### src/rtl/gcd_rr_scheduler.sv
// rtl/gcd_rr_scheduler.sv - round-robin front end sharing one subtractive-Euclid GCD engine
// Ports:
//   clk, rst             rising-edge clock, asynchronous active-high reset
//   req_valid/req_ready  per-requester handshake; ready is one-hot or zero
//   req_a/req_b          packed operands, requester k at [k*WIDTH +: WIDTH]
//   rsp_valid/rsp_ready  result handshake
//   rsp_id/rsp_gcd       owning requester and gcd(A,B)
//   busy                 engine occupied (CALC or DONE)
module gcd_rr_scheduler #(
   parameter int N_REQ = 4,
   parameter int WIDTH = 8,
   parameter int ID_W  = $clog2(N_REQ)
) (
   input  logic                   clk,
   input  logic                   rst,
   input  logic [N_REQ-1:0]       req_valid,
   output logic [N_REQ-1:0]       req_ready,
   input  logic [N_REQ*WIDTH-1:0] req_a,
   input  logic [N_REQ*WIDTH-1:0] req_b,
   output logic                   rsp_valid,
   input  logic                   rsp_ready,
   output logic [ID_W-1:0]        rsp_id,
   output logic [WIDTH-1:0]       rsp_gcd,
   output logic                   busy
);

   typedef enum logic [1:0] {IDLE, CALC, DONE} state_t;

   state_t           state;
   state_t           state_next;
   logic [ID_W-1:0]  rr_ptr;
   logic [WIDTH-1:0] x;
   logic [WIDTH-1:0] y;

   logic             grant_found;
   logic [ID_W-1:0]  grant_id;
   logic [N_REQ-1:0] grant_vec;
   logic [WIDTH-1:0] grant_a;
   logic [WIDTH-1:0] grant_b;

   // Round-robin search split into two passes: ports at or above rr_ptr
   // first, then the wrapped-around ports below it.
   always_comb begin
      grant_found = 1'b0;
      grant_id    = '0;
      grant_vec   = '0;
      grant_a     = '0;
      grant_b     = '0;
      for (int k = 0; k < N_REQ; k++) begin
         if (!grant_found && req_valid[k] && (k >= int'(rr_ptr))) begin
            grant_found  = 1'b1;
            grant_id     = ID_W'(k);
            grant_vec[k] = 1'b1;
            grant_a      = req_a[k*WIDTH +: WIDTH];
            grant_b      = req_b[k*WIDTH +: WIDTH];
         end
      end
      for (int k = 0; k < N_REQ; k++) begin
         if (!grant_found && req_valid[k] && (k < int'(rr_ptr))) begin
            grant_found  = 1'b1;
            grant_id     = ID_W'(k);
            grant_vec[k] = 1'b1;
            grant_a      = req_a[k*WIDTH +: WIDTH];
            grant_b      = req_b[k*WIDTH +: WIDTH];
         end
      end
   end

   always_ff @(posedge clk or posedge rst) begin
      if (rst) begin
         state <= IDLE;
      end else begin
         state <= state_next;
      end
   end

   // Ready is masked during reset so no grant is advertised while the
   // engine is being cleared.
   always_comb begin
      state_next = state;
      req_ready  = '0;
      case (state)
         IDLE: begin
            if (grant_found && !rst) begin
               req_ready  = grant_vec;
               state_next = CALC;
            end
         end
         CALC: begin
            if ((x == '0) || (y == '0) || (x == y)) begin
               state_next = DONE;
            end
         end
         DONE: begin
            if (rsp_ready) begin
               state_next = IDLE;
            end
         end
         default: state_next = IDLE;
      endcase
   end

   always_ff @(posedge clk or posedge rst) begin
      if (rst) begin
         x       <= '0;
         y       <= '0;
         rr_ptr  <= '0;
         rsp_id  <= '0;
         rsp_gcd <= '0;
      end else begin
         case (state)
            IDLE: begin
               if (grant_found) begin
                  x      <= grant_a;
                  y      <= grant_b;
                  rsp_id <= grant_id;
               end
            end
            CALC: begin
               // Larger operand is always the minuend, so no underflow.
               if (x == '0) begin
                  rsp_gcd <= y;
               end else if ((y == '0) || (x == y)) begin
                  rsp_gcd <= x;
               end else if (x > y) begin
                  x <= x - y;
               end else begin
                  y <= y - x;
               end
            end
            DONE: begin
               if (rsp_ready) begin
                  rr_ptr <= (int'(rsp_id) == N_REQ - 1) ? '0 : rsp_id + 1'b1;
               end
            end
            default: ;
         endcase
      end
   end

   assign rsp_valid = (state == DONE);
   assign busy      = (state != IDLE);

endmodule

### config.mk
export PLATFORM = sky130hd
export DESIGN_NAME = gcd_rr_scheduler
export DESIGN_NICKNAME = d
export VERILOG_FILES = /design/src/rtl/gcd_rr_scheduler.sv
export SDC_FILE = /design/constraint.sdc
export NUM_CORES = 1
export LEC_CHECK = 0
export CAP_MARGIN = 20
export CORE_MARGIN = 10
export CORE_UTILIZATION = 32
export CTS_CLUSTER_DIAMETER = 150
export DETAILED_ROUTE_END_ITERATION = 8
export DONT_BUFFER_PORTS = 1
export GPL_TIMING_DRIVEN = 0
export HOLD_SLACK_MARGIN = 0.06
export PLACE_DENSITY = 0.46
export SYNTH_ARGS = -nofsm -noshare
export SYNTH_HDL_FRONTEND = slang
export SYNTH_SLANG_ARGS = --single-unit
### constraint.sdc
create_clock -name clk -period 2.4 [get_ports clk]
set_input_delay 0.36 -clock clk [delete_from_list [all_inputs] [get_ports clk]]
set_output_delay 0.36 -clock clk [all_outputs]
set_load 0.01 [all_outputs]
==> impl_table.tex, run 1 <==
\begin{tabular}{lr}
\hline
Metric & Value \\
\hline
\multicolumn{2}{l}{\textbf{Run status}} \\
\quad Outcome & finished clean \\
\multicolumn{2}{l}{\textbf{Global routing}} \\
\quad Maximum number of pins on one net before global-route repair & 20 \\
\quad Antenna violations before repair & 0 \\
\quad Number of global-route vias before repair & 3,575 \\
\quad GRT Residual Overflow & 0 \\
\quad GRT Total Usage & a little under a fifth \\
\quad Wire length of the first global-routing pass & about 21 mm \\
\multicolumn{2}{l}{\textbf{Yosys}} \\
\quad Flip-flop and latch count after synthesis & 30 \\
\quad Total number of yosys warnings & 0 \\
\quad Cell count after synthesis & approximately 430 \\
\quad Dominant synthesized flop cell & dfrtp\_1 \\
\quad Post-synth design cell area & roughly 3200 um\^{}2 \\
\quad Sequential element share of the synthesized area & a little under a quarter \\
\quad Post-synth EDFFs & 0 \\
\quad Count of unique library cells instantiated by Yosys & 62 \\
\quad Proportion of register bits with asynchronous set or reset after synthesis & 100\% \\
\quad Synthesized area divided by synthesized cell count & between 7 and 8 um\^{}2 \\
\quad Post-Syn Nets & $\sim$520 \\
\multicolumn{2}{l}{\textbf{Layout}} \\
\quad Antenna Diode Count & 0 \\
\quad Commonest cells after routing, fill and taps aside & 47 x a21oi\_1, 36 x nor2\_1, 36 x nand2\_1 \\
\quad Post-synthesis to final-layout area growth & 21.6\% \\
\quad Final Net Count & between 500 and 600 \\
\quad Leading cell type in the layout, fill and taps excluded & a21oi\_1 \\
\quad Share of cells above drive strength 1 & approximately 22\% \\
\quad Utilization after layout & between 30\% and 40\% \\
\multicolumn{2}{l}{\textbf{Setup path}} \\
\quad WP data required & roughly 2.6 ns \\
\quad Type of the worst setup path & reg2reg \\
\quad Data arrival time at the worst-slack endpoint & about 2.5 ns \\
\quad Crit-path max FO & 8 \\
\quad Critical Path End Type & flop \\
\quad Startpoint type of the worst setup path & flop \\
\multicolumn{2}{l}{\textbf{Timing}} \\
\quad Minimum clock period after layout & approximately 2.4 ns \\
\quad Number of hold-slack violations in the final timing report & 0 \\
\quad Slew Viols, Final & 0 \\
\quad Max-Slew Margin vs Limit & between 50\% and 60\% \\
\quad Max Clock Skew & between 0.006 and 0.007 ns \\
\quad Post-route worst hold slack & around 0.072 ns \\
\quad Final setup TNS & 0 ns \\
\quad Number of failing setup endpoints in the final timing report & 0 \\
\quad Highest clock rate & approximately 0.42 GHz \\
\quad Worst path setup slack after routing & 0.0464 ns \\
\quad Slew of the pin with the lowest slew margin & about 0.69 ns \\
\quad Period Utilization, post-route & 98.1\% \\
\quad Setup repair after global routing missed its margin & yes \\
\multicolumn{2}{l}{\textbf{Floorplan}} \\
\quad Width of the chip & $\sim$120 um \\
\quad Ports & 87 \\
\quad Number of placement rows & 36 \\
\quad Placeable Area & between 9000 and 10,000 um\^{}2 \\
\quad Starting density of the core & 32.7\% \\
\quad Die Span Y & approximately 120 um \\
\quad Die Footprint & between 10,000 and 15,000 um\^{}2 \\
\multicolumn{2}{l}{\textbf{Clock network}} \\
\quad H-Tree Depth & 2 \\
\quad CTS tree & yes \\
\quad TritonCTS buffer count & 5 \\
\quad Worst-Skew Late Latency & approximately 0.29 ns \\
\quad Clock slew at the register clock pins of the worst setup and hold paths & 0.07 ns \\
\quad Root buffer cell & clkbuf\_8 \\
\quad TritonCTS Sinks & 30 \\
\quad Maximum clock path buffer count & 2 \\
\multicolumn{2}{l}{\textbf{Power and ir drop}} \\
\quad Power after layout & about 1.1 mW \\
\quad Worst vdd ir & around 0.17 mV \\
\quad Leakage & 1.58 nW \\
\quad Power density cells & roughly 280 nW/um\^{}2 \\
\multicolumn{2}{l}{\textbf{Detailed routing}} \\
\quad First-pass detailed-route iteration total & 5 \\
\quad Final WL & 13.6 mm \\
\quad Routed via count & 3,511 \\
\quad DR DRC count & 0 \\
\quad DR iter-0 viols & 265 \\
\quad Post-detailed-route wirelength per cell & about 23 um \\
\quad Final ANT Viol Nets & 0 \\
\quad Average via count per standard cell & 5.90 \\
\multicolumn{2}{l}{\textbf{Run}} \\
\quad Max\_cap viols & 0 \\
\multicolumn{2}{l}{\textbf{Place}} \\
\quad Worst slack at placement & -0.333 ns \\
\quad Number of buffers inserted by port buffering & 0 \\
\quad Final estimated routing congestion in global placement & approximately 0.86 \\
\quad Half-perimeter wire length after detailed placement & 10.4 mm \\
\multicolumn{2}{l}{\textbf{Hold path}} \\
\quad Path class of the lowest-slack min-delay path & in2async \\
\hline
\end{tabular}
[routing by layer]
metal	part of all wire, %	vias to the layer above	track usage (%)
met5	0	-	0
met4	1.2	0	4.68
met3	11	12	6.61
met2	46	165	29.7
met1	42	1676	23.3
li1	-	1658	-
[power breakdown]
part | internal (mW) | leakage, nW | total, mW | switching (mW)
Sequential | 0.505 | 0.371 | 0.505 | 0
Clock | 0.231 | 0.0482 | 0.439 | 0.208
Combinational | 0.0535 | 1.16 | 0.132 | 0.0788
[kinds of logic (layout without fill, tap and decap cells)]
kind of cell,Yosys count,after routing,share of synthesized area (%)
flops,30,30,23.5
fa+ha+maj,18,18,7.51
buf+inv,57,90,7.24
simple gates,155,155,24.4
compound gates,157,157,33.6
mux,7,7,2.39
xor+xnor,5,5,1.37
[repair_timing]
action                                 CTS  global route
buffers inserted                        22             5
hold buffers                             1             0
setup endpoints to repair               28            19
resized for setup                       31            39
gates cloned                             1             0
endpoints found under the hold margin   11             0
pin swaps                               14            10
[cell type report]
class | instances | area [um^2]
Buffer | 26 | 136
Clock buffer | 7 | 86.3
Clock inverter | 1 | 5.00
Fill cell | 1060 | 5890
Inverter | 26 | 97.6
Multi-Input combinational cell | 342 | 2380
Sequential cell | 30 | 762
Tap cell | 133 | 166
Timing Repair Buffer | 30 | 255
[Yosys cell counts, types with 5 or more instances]
cell | instances | area [um^2]
a21oi_1 | 51 | 255
nor3_1 | 13 | 65.1
nand2_1 | 37 | 139
o21ai_0 | 14 | 70.1
nand2b_1 | 6 | 37.5
a21o_1 | 16 | 120
nand3_1 | 27 | 135
a221o_1 | 7 | 70.1
a211oi_1 | 8 | 60.1
ha_1 | 16 | 200
clkbuf_1 | 21 | 78.8
nor2_1 | 38 | 143
a31oi_1 | 16 | 100
mux2i_1 | 5 | 50.1
buf_2 | 8 | 40.0
a221oi_1 | 10 | 87.6
inv_1 | 26 | 97.6
a211o_1 | 7 | 61.3
dfrtp_1 | 30 | 751
[registers in the layout, indices dropped and copies added, names as in the netlist]
register,flops
state,2
rr_ptr,2
rsp_gcd,8
rsp_id,2
y,8
x,8
[critical path, stage by stage, from the launching register on]
cell and delay [ns]:
dfrtp_2 0.43, inv_2 0.07, ha_4 0.22, nand4_1 0.19, buf_4 0.14, a211oi_2 0.03
a211o_1 0.29, a221o_2 0.46, buf_6 0.17, a22o_1 0.24
[final timing paths]
path                            from        end  slack [ns]  cells after the start
setup / recovery                y[4]       y[0]        0.05                      9
min in group clk           rsp_ready   state[1]        0.23                      2
max in group asynchronous        rst       x[1]        1.28                      2
hold reg to reg            rsp_id[0]  rr_ptr[0]        0.59                      1
hold / removal                   rst       x[7]        0.07                      2
setup reg to reg                y[4]       y[0]        0.05                      9
[stage by stage]
stage | instance area [um^2] | instances
5_1_grt | 3890 | 595
4_1_cts | 3750 | 593
2_1_floorplan | 3210 | 429
3_5_place_dp | 3400 | 563
3_3_place_gp | 3380 | 562
6_report | 3890 | 595
(Power assumes the default switching activity.)
==> inputs of run 2 (changes only) <==
--- a/config.mk
+++ b/config.mk
@@ -11,7 +11,6 @@
 export CTS_CLUSTER_DIAMETER = 150
 export DETAILED_ROUTE_END_ITERATION = 8
 export DONT_BUFFER_PORTS = 1
-export GPL_TIMING_DRIVEN = 0
 export HOLD_SLACK_MARGIN = 0.06
 export PLACE_DENSITY = 0.46
 export SYNTH_ARGS = -nofsm -noshare
==> impl_table.tex, run 2 (synthesis results as in run 1) <==
\begin{tabular}{lr}
\hline
Metric & Value \\
\hline
\multicolumn{2}{l}{\textbf{Setup path}} \\
\quad Count of buffer and inverter cells on the critical path & 2 (-1) \\
\quad Cell type group with the largest total delay on the critical path & compound AO/OA/AOI/OAI gates \\
\quad CP Cell Sequence & inv\_1, ha\_4, nand4\_1, nor2\_1, or3\_2, a221o\_1, buf\_4, a211oi\_1, a22o\_1 \\
\quad Cell with the biggest individual delay on the critical path & or3\_2 \\
\quad Data arrival time at the worst-slack endpoint & 2.56 ns (+0.04 ns) \\
\quad Startpoint type of the worst setup path & flop \\
\quad WP data required & 2.63 ns (+0.07 ns) \\
\quad Crit-path max FO & 4 (-4) \\
\quad Type of the worst setup path & reg2reg \\
\quad Peak per-stage delay on the critical path & 0.46 ns (about the same) \\
\quad Critical Path End Type & flop \\
\multicolumn{2}{l}{\textbf{Layout}} \\
\quad Post-route insts no fill & 604 (+1.5\%) \\
\quad Post-synthesis to final-layout area growth & 23.1\% \\
\quad Area of all sequential standard cells & 752 um\^{}2 (-1.3\%) \\
\quad Utilization after layout & 40.3\% (+0.49 points) \\
\quad Leading cell type in the layout, fill and taps excluded & buf\_4 \\
\quad Commonest cells after routing, fill and taps aside & 63 x buf\_4, 50 x a21oi\_1, 37 x nor2\_1, 37 x nand2\_1, 29 x dfrtp\_1 \\
\quad Filler Cell Count & 1,070 (+0.94\%) \\
\quad Antenna Diode Count & 0 (unchanged) \\
\quad Share of cells above drive strength 1 & 20.8\% (-1.3 points) \\
\quad Layout Cell Area excl Fill & 3940 um\^{}2 (+1.2\%) \\
\quad Final Net Count & 560 (+1.8\%) \\
\quad Area of combinational cells with multiple inputs & 2320 um\^{}2 (-2.5\%) \\
\quad Registers with the most flip-flops & rsp\_gcd: 8 flops, x: 8 flops, y: 8 flops \\
\multicolumn{2}{l}{\textbf{Clock network}} \\
\quad Maximum clock path buffer count & 2 (unchanged) \\
\quad CTS tree & yes \\
\quad TritonCTS Sinks & 30 (unchanged) \\
\quad Worst-Skew Late Latency & 0.29 ns (about the same) \\
\quad TritonCTS buffer count & 5 (unchanged) \\
\quad Clock slew at the register clock pins of the worst setup and hold paths & 0.07 ns (about the same) \\
\quad H-Tree Depth & 2 (unchanged) \\
\quad Root buffer cell & clkbuf\_8 \\
\quad Cts hold-fix bufs & 0 (-1) \\
\multicolumn{2}{l}{\textbf{Detailed routing}} \\
\quad DR iter-0 viols & 165 (-38\%) \\
\quad Total met2 wirelength after detailed routing & 5.78 mm (-6.7\%) \\
\quad Average via count per standard cell & 5.65 (-4.3\%) \\
\quad Post-detailed-route wirelength per cell & 21.3 um (-6.6\%) \\
\quad Final ANT Viol Nets & 0 (unchanged) \\
\quad Routed length on met1 & 5.68 mm (-0.40\%) \\
\quad DR DRC count & 0 (unchanged) \\
\quad Final WL & 12.9 mm (-5.2\%) \\
\quad Highest signal layer in the routed design & met4 \\
\quad Routed via count & 3,411 (-2.8\%) \\
\quad Routed wire length on met3 & 1.32 mm (-13\%) \\
\quad First-pass detailed-route iteration total & 5 (unchanged) \\
\multicolumn{2}{l}{\textbf{Floorplan}} \\
\quad Number of placement rows & 36 (unchanged) \\
\quad Width of the chip & 120 um (unchanged) \\
\quad Die Span Y & 120 um (unchanged) \\
\quad Starting density of the core & 32.7\% (unchanged) \\
\quad Placeable Area & 9770 um\^{}2 (unchanged) \\
\quad Die Footprint & 14,400 um\^{}2 (unchanged) \\
\quad Ports & 87 (unchanged) \\
\multicolumn{2}{l}{\textbf{Global routing}} \\
\quad GRT Total Usage & 17.5\% (-1.1 points) \\
\quad Wire length of the first global-routing pass & 20.3 mm (-5.1\%) \\
\quad Maximum number of pins on one net before global-route repair & 31 (+55\%) \\
\quad Antenna violations before repair & 0 (unchanged) \\
\quad GRT Residual Overflow & 0 (unchanged) \\
\quad Number of global-route vias before repair & 3,592 (+0.48\%) \\
\multicolumn{2}{l}{\textbf{Timing}} \\
\quad Final setup TNS & 0 ns (unchanged) \\
\quad Highest clock rate & 0.430 GHz (+1.2\%) \\
\quad Number of failing setup endpoints in the final timing report & 0 (unchanged) \\
\quad Slew Viols, Final & 0 (unchanged) \\
\quad Number of hold-slack violations in the final timing report & 0 (unchanged) \\
\quad Setup repair after global routing missed its margin & yes \\
\quad Slew of the pin with the lowest slew margin & 0.578 ns (-0.109 ns) \\
\quad Minimum clock period after layout & 2.33 ns (-0.0282 ns) \\
\quad Max Clock Skew & 0.00308 ns (-0.00370 ns) \\
\quad Period Utilization, post-route & 96.9\% (-1.2 points) \\
\quad Max-Slew Margin vs Limit & 61.0\% (+6.9 points) \\
\multicolumn{2}{l}{\textbf{Place}} \\
\quad Placed Cells incl. Taps & 593 (+5.3\%) \\
\quad Number of buffers inserted by port buffering & 0 (unchanged) \\
\quad Half-perimeter wire length after detailed placement & 10.2 mm (-1.8\%) \\
\quad Area after detailed placement & 3730 um\^{}2 (+9.5\%) \\
\quad Final estimated routing congestion in global placement & 0.891 (+3.0\%) \\
\multicolumn{2}{l}{\textbf{Power and ir drop}} \\
\quad Worst vdd ir & 0.127 mV (-23\%) \\
\quad Power density cells & 257 nW/um\^{}2 (-7.2\%) \\
\quad Power after layout & 1.01 mW (-6.1\%) \\
\quad Leakage & 1.68 nW (+6.5\%) \\
\multicolumn{2}{l}{\textbf{Run status}} \\
\quad Outcome & finished clean \\
\multicolumn{2}{l}{\textbf{Hold path}} \\
\quad Path class of the lowest-slack min-delay path & in2async \\
\multicolumn{2}{l}{\textbf{Run}} \\
\quad Max\_cap viols & 0 (unchanged) \\
\hline
\end{tabular}
-- run 2: worst paths after layout --
check                           cells past startpoint      start        end  slack [ns]
worst max-delay path                                9       y[6]       y[0]        0.07
worst min-delay path                                2        rst   state[1]        0.10
worst max register to register                      9       y[6]       y[0]        0.07
worst min register to register                      2       y[5]       y[5]        0.59
max in group asynchronous                           2        rst  rr_ptr[0]        1.99
min in group clk                                    2  rsp_ready   state[1]        0.22
-- run 2: stage by stage --
stage	worst slack [ns]	hold slack [ns]
4_1_cts	0.0144	0.124
5_1_grt	-0.0303	0.147
2_1_floorplan	0.0125	0.459
6_report	0.0746	0.102
3_3_place_gp	-0.0156	0.454
3_5_place_dp	0.00520	0.436
-- run 2: what timing repair did --
action	in CTS	in global routing
buffers inserted	0	4
pin swaps	0	3
endpoints found under the setup margin	1	15
cloned	0	0
gates resized for setup	1	16
-- run 2: layer usage --
layer  GRT usage [%]  vias to the layer above
li1                -                     1671
met1            22.2                     1628
met2            27.9                      106
met3            6.09                        6
met4            4.30                        0
met5               0                        -
-- run 2: cell type report --
type,count,area share (%)
Multi-Input combinational cell,342,58.9
Sequential cell,30,19.1
Timing Repair Buffer,66,13.3
Tap cell,133,4.23
Inverter,26,2.48
Clock buffer,7,1.94
-- run 2: where the power goes --
group / switching [mW] / total (mW) / internal (mW)
clock network: 0.202 / 0.402 / 0.200
logic: 0.0577 / 0.104 / 0.0464
registers: 0 / 0.506 / 0.506
==> inputs of run 3 (changes only) <==
--- a/config.mk
+++ b/config.mk
@@ -13,6 +13,7 @@
 export DONT_BUFFER_PORTS = 1
 export HOLD_SLACK_MARGIN = 0.06
 export PLACE_DENSITY = 0.46
+export SLEW_MARGIN = 5
 export SYNTH_ARGS = -nofsm -noshare
 export SYNTH_HDL_FRONTEND = slang
 export SYNTH_SLANG_ARGS = --single-unit
==> results of run 3 <==
No change in the layout: final DEF, timing and power equal those of run 2.
